==> config.mk <==
export PLATFORM = sky130hd
export DESIGN_NAME = nibble_serial_add_ctrl_flat
export DESIGN_NICKNAME = d
export VERILOG_FILES = /design/src/rtl/nibble_serial_add_ctrl_if.sv /design/src/rtl/nibble_serial_add_ctrl.sv /design/src/flat_wrapper.sv
export SDC_FILE = /design/constraint.sdc
export NUM_CORES = 1
export LEC_CHECK = 0
export CAP_MARGIN = 20
export CORE_ASPECT_RATIO = 0.7
export CORE_MARGIN = 5
export CORE_UTILIZATION = 49
export CTS_CLUSTER_DIAMETER = 100
export DETAILED_ROUTE_END_ITERATION = 12
export PLACE_DENSITY = 0.75
export SLEW_MARGIN = 20
export SYNTH_ARGS = -nofsm -noshare
export SYNTH_HDL_FRONTEND = slang
export SYNTH_SLANG_ARGS = --single-unit
==> constraint.sdc <==
create_clock -name clk -period 5 [get_ports clk]
set_input_delay 1 -clock clk [delete_from_list [all_inputs] [get_ports clk]]
set_output_delay 1 -clock clk [all_outputs]
set_load 0.05 [all_outputs]
==> src/rtl/nibble_serial_add_ctrl_if.sv <==
// Operand/result handshake bundle for the nibble-serial add/subtract sequencer.
interface nibble_serial_add_ctrl_if #(
  parameter int unsigned NIBBLES = 4
);
  localparam int unsigned W = 4 * NIBBLES;

  logic         in_valid;
  logic         in_ready;
  logic [W-1:0] a;
  logic [W-1:0] b;
  logic         sub;
  logic         out_valid;
  logic         out_ready;
  logic [W:0]   sum;
  logic         busy;

  // Operand source / result consumer side
  modport master (
    output in_valid, a, b, sub, out_ready,
    input  in_ready, out_valid, sum, busy
  );

  // Sequencer side
  modport slave (
    input  in_valid, a, b, sub, out_ready,
    output in_ready, out_valid, sum, busy
  );
endinterface

==> src/rtl/nibble_serial_add_ctrl.sv <==
// Wide add/subtract sequencer: one 4-bit adder stage reused over NIBBLES
// cycles, least-significant nibble first, carry held between cycles.
module nibble_serial_add_ctrl #(
  parameter int unsigned NIBBLES = 4
) (
  input logic                     clk,
  input logic                     rst_n,
  nibble_serial_add_ctrl_if.slave bus
);
  localparam int unsigned W  = 4 * NIBBLES;
  localparam int unsigned IW = (NIBBLES > 1) ? $clog2(NIBBLES) : 1;
  localparam logic [IW-1:0] LAST = IW'(NIBBLES - 1);

  typedef enum logic [1:0] {
    IDLE = 2'd0,
    RUN  = 2'd1,
    DONE = 2'd2
  } state_t;

  state_t        state_q, state_d;
  logic [IW-1:0] idx_q, idx_d;
  logic [W-1:0]  a_q, a_d;
  logic [W-1:0]  b_q, b_d;
  logic          carry_q, carry_d;
  logic [W:0]    sum_q, sum_d;

  logic [3:0]    a_nib, b_nib;
  logic [4:0]    nib_sum;
  logic [W:0]    nib_mask, nib_val;

  assign bus.in_ready  = rst_n && (state_q == IDLE);
  assign bus.out_valid = (state_q == DONE);
  assign bus.busy      = (state_q != IDLE);
  assign bus.sum       = sum_q;

  // Single 4-bit adder stage on the nibble selected by idx; shifts keep the
  // select width-independent of NIBBLES.
  always_comb begin
    a_nib    = 4'(a_q >> {idx_q, 2'b00});
    b_nib    = 4'(b_q >> {idx_q, 2'b00});
    nib_sum  = {1'b0, a_nib} + {1'b0, b_nib} + {4'b0000, carry_q};
    nib_mask = (W+1)'(4'hF) << {idx_q, 2'b00};
    nib_val  = (W+1)'(nib_sum[3:0]) << {idx_q, 2'b00};
  end

  // Next-state and datapath update
  always_comb begin
    state_d = state_q;
    idx_d   = idx_q;
    a_d     = a_q;
    b_d     = b_q;
    carry_d = carry_q;
    sum_d   = sum_q;
    unique case (state_q)
      IDLE: begin
        if (bus.in_valid && bus.in_ready) begin
          a_d     = bus.a;
          b_d     = bus.sub ? ~bus.b : bus.b;
          carry_d = bus.sub;
          idx_d   = '0;
          sum_d   = '0;
          state_d = RUN;
        end
      end
      RUN: begin
        sum_d   = (sum_q & ~nib_mask) | nib_val;
        carry_d = nib_sum[4];
        idx_d   = idx_q + 1'b1;
        if (idx_q == LAST) begin
          sum_d[W] = nib_sum[4];
          state_d  = DONE;
        end
      end
      DONE: begin
        if (bus.out_ready) begin
          state_d = IDLE;
        end
      end
      default: state_d = IDLE;
    endcase
  end

  // State and datapath registers, asynchronously cleared
  always_ff @(posedge clk or negedge rst_n) begin
    if (!rst_n) begin
      state_q <= IDLE;
      idx_q   <= '0;
      a_q     <= '0;
      b_q     <= '0;
      carry_q <= 1'b0;
      sum_q   <= '0;
    end else begin
      state_q <= state_d;
      idx_q   <= idx_d;
      a_q     <= a_d;
      b_q     <= b_d;
      carry_q <= carry_d;
      sum_q   <= sum_d;
    end
  end
endmodule

==> src/flat_wrapper.sv <==
// flat-port wrapper written by rule: the top's interface ports become plain ports
module nibble_serial_add_ctrl_flat 
#(
  parameter int unsigned NIBBLES = 4
)
  (clk, rst_n, bus_in_valid, bus_a, bus_b, bus_sub, bus_out_ready, bus_in_ready, bus_out_valid, bus_sum, bus_busy);
  nibble_serial_add_ctrl_if #(.NIBBLES(NIBBLES)) bus_i ();
  input logic clk;
  input logic rst_n;
  input wire logic [$bits(bus_i.in_valid)-1:0] bus_in_valid;
  input wire logic [$bits(bus_i.a)-1:0] bus_a;
  input wire logic [$bits(bus_i.b)-1:0] bus_b;
  input wire logic [$bits(bus_i.sub)-1:0] bus_sub;
  input wire logic [$bits(bus_i.out_ready)-1:0] bus_out_ready;
  output wire logic [$bits(bus_i.in_ready)-1:0] bus_in_ready;
  output wire logic [$bits(bus_i.out_valid)-1:0] bus_out_valid;
  output wire logic [$bits(bus_i.sum)-1:0] bus_sum;
  output wire logic [$bits(bus_i.busy)-1:0] bus_busy;
  assign bus_i.in_valid = bus_in_valid;
  assign bus_i.a = bus_a;
  assign bus_i.b = bus_b;
  assign bus_i.sub = bus_sub;
  assign bus_i.out_ready = bus_out_ready;
  assign bus_in_ready = bus_i.in_ready;
  assign bus_out_valid = bus_i.out_valid;
  assign bus_sum = bus_i.sum;
  assign bus_busy = bus_i.busy;
  nibble_serial_add_ctrl #(.NIBBLES(NIBBLES)) u_core (.clk(clk), .rst_n(rst_n), .bus(bus_i));
endmodule
==> out/results.txt <==
Layout net count = 301
Worst hold path endpoint = u_core.bus.sum[16]$_DFFE_PN0P_
Final period util = 0.617
WHS Path Cells = 2
I/O Pins = 57
Clock sink count = 54
N_diodes = 0
Clock tree buffer depth = 2
Total negative slack = 0 ns
Register area share after synthesis = 0.515
Die Ht = 71.2 um
Leading area contributor after synthesis = dfrtp_1
Fmax = 0.324 GHz
Yosys reg bits = 54
Initial Utilization = 0.502
Hold crit path type = flop to flop
CTS clk-pin slew, worst paths = 0.09 ns
DR iter-0 viols = 60
Hold path startpoint = u_core.bus.sum[16]$_DFFE_PN0P_
Primary FF master, synth = dfrtp_1
Routed wl met2 = 2180 um
# Max-Cap Violations = 0
Via/cell ratio = 5.23
Pin count of the biggest net entering global routing = 57
Area of the multi-input gates = 1180 sq um
Setup crit start kind = input port
Max Slew Vio Count = 0
Asr flop ratio synth = 1.00
Fill cells = 434
Dpl cells = 320
Syn Inst Count = 200
R2R cell count = 5
Core Box Area = 5230 sq um
I/O Buffers = 56
Post-Layout Cell Count = 328
Most frequent cells in the layout = clkdlybuf4s50_1, dfrtp_1, a21oi_1, nor2_1, xnor2_1
Synth warn = 0
Die area = 6940 sq um
Final hold vios = 0
Worst setup EP type = flop
Area Overhead vs Synth = 25.8%
Crit path DAT = 3.27 ns
Crit path max fanout = 56
Max VDD drop = 0.281 mV
Uppermost layer routed = met4
Worst r2r dst = u_core.bus.sum[10]$_DFFE_PN0P_
Layout cells sized above 1 = 0.152
Mean Syn Cell Area = 13.1 sq um
Met1 WL = 2550 um
Post-CTS Setup Bufs = 0
Synth area leaders = dfrtp_1, mux2_4, mux4_2
Post-route ant nets = 0
RSZ-0062 raised after global routing = no
Reg area = 1350 sq um
Inserted Clock Buffers = 5
Die Width = 97.5 um
First-pass GRT wire length = 8590 um
R2R Setup Slk = 2.04 ns
Pwr dens = 710 nW/um^2
Fin util = 0.631
Leak = 0.00139 uW
Commonest non-fill, non-tap cell in the layout = clkdlybuf4s50_1
Cts hold-fix bufs = 0
EDFF count, synth = 0
Skew final = 0.00765 ns
Vias in the first global route = 1731
DRC Markers = 0
Final WL = 5080 um
DR WL/cell = 15.5 um
Worst Tran Pin Value = 0.889 ns
Via Count = 1714
H-tree Lvls = 2
Worst setup path class = input port to flop
Overflow after GRT = 0
Cell Rows = 22
First-pass DRT Iterations = 4
CTS tree = yes
Status = finished clean
Gpl congestion = 0.762
Detailed placer's ending HPWL = 3700 um
Gr usage total = 0.152
Max_slew headroom = 0.405
Syn Std Cell Area = 2620 sq um
Netlist cell types = 31
Reg2reg start = u_core.idx_q[0]$_DFFE_PN0P_
Antenna violations before repair = 0
Metal3 WL = 315 um
Critical Path RT = 5.19 ns
Min Tclk post-route = 3.09 ns
Top cell type's share of synthesized area = 0.515
Clk Tree Root Cell = clkbuf_8
Total nets after synthesis = 246
Final setup viols = 0
Resize count post-CTS = 0
Hold slack = 0.504 ns
Clock Latency Late Sink = 0.30 ns
stage by stage:
stage          cell area (sq um)  total power, uW  setup slack [ns]
2_1_floorplan               2620             1740              2.32
3_3_place_gp                3210             2080              1.62
3_5_place_dp                3210             2120              1.56
4_1_cts                     3300             2370              1.89
5_1_grt                     3300             2510              1.69
6_report                    3300             2340              1.91
worst max-delay path: stages:
cell and delay (ns):
buf_2 0.09, buf_4 0.53, and4bb_2 0.83, buf_4 0.44
mux2_4 0.33
flip-flops by register name, indices dropped and copies added, names as in the netlist:
register        count
u_core.idx_q        2
u_core.a_q         16
u_core.bus.sum     17
u_core.b_q         16
u_core.carry_q      1
u_core.state_q      2
cell usage after synthesis (2+ instances only):
master    instances
dfrtp_1          54
a21oi_1          19
nor2_1           17
xnor2_1          17
a22o_1           16
mux2_4           15
mux4_2            8
ha_1              7
buf_2             5
buf_6             4
inv_1             4
nand2_1           4
nor3_1            4
o21ai_0           4
nand2b_1          3
a21o_1            2
a21oi_2           2
fa_1              2
layer usage:
layer | vias to the layer above | track usage
met2 | 45 | 0.223
met3 | 4 | 0.0467
li1 | 821 | -
met5 | - | 0
met4 | 0 | 0.0276
met1 | 844 | 0.228
kinds of logic (layout without fill, tap and decap cells):
logic type	after synthesis	count (layout)	share of synthesized area
adder cells (fa/ha/maj)	9	9	0.0486
AND/OR/NAND/NOR	35	35	0.0658
AO/OA/AOI/OAI	46	46	0.118
multiplexers	24	24	0.159
XOR/XNOR	18	18	0.0601
flip-flops	54	54	0.515
buffers and inverters	14	70	0.0339
cell type report:
cell class	instances	area share
repair buffers	58	0.173
clock inverters	1	0.00152
clock buffers	7	0.0261
multi-input cells	132	0.358
inverters	4	0.00455
well taps	72	0.0273
flip-flops and latches	54	0.409
report_power, final:
| group | internal (uW) | total, uW | switching (uW) |
|---|---|---|---|
| clock network | 112 | 246 | 134 |
| registers | 634 | 784 | 150 |
| logic | 604 | 1310 | 711 |
worst max-delay path by stage:
stage	start	to	slack, ns	cells after the start
floorplan	rst_n	bus_in_ready	2.32	2
global placement	rst_n	u_core.a_q[10]$_DFFE_PN0P_	1.62	5
detailed placement	rst_n	u_core.a_q[10]$_DFFE_PN0P_	1.56	5
CTS	rst_n	u_core.a_q[6]$_DFFE_PN0P_	1.89	5
global route	rst_n	u_core.carry_q$_DFFE_PN0P_	1.69	7
finish	rst_n	u_core.a_q[6]$_DFFE_PN0P_	1.91	5
No activity file was read; power rests on OpenSTA's default activity.
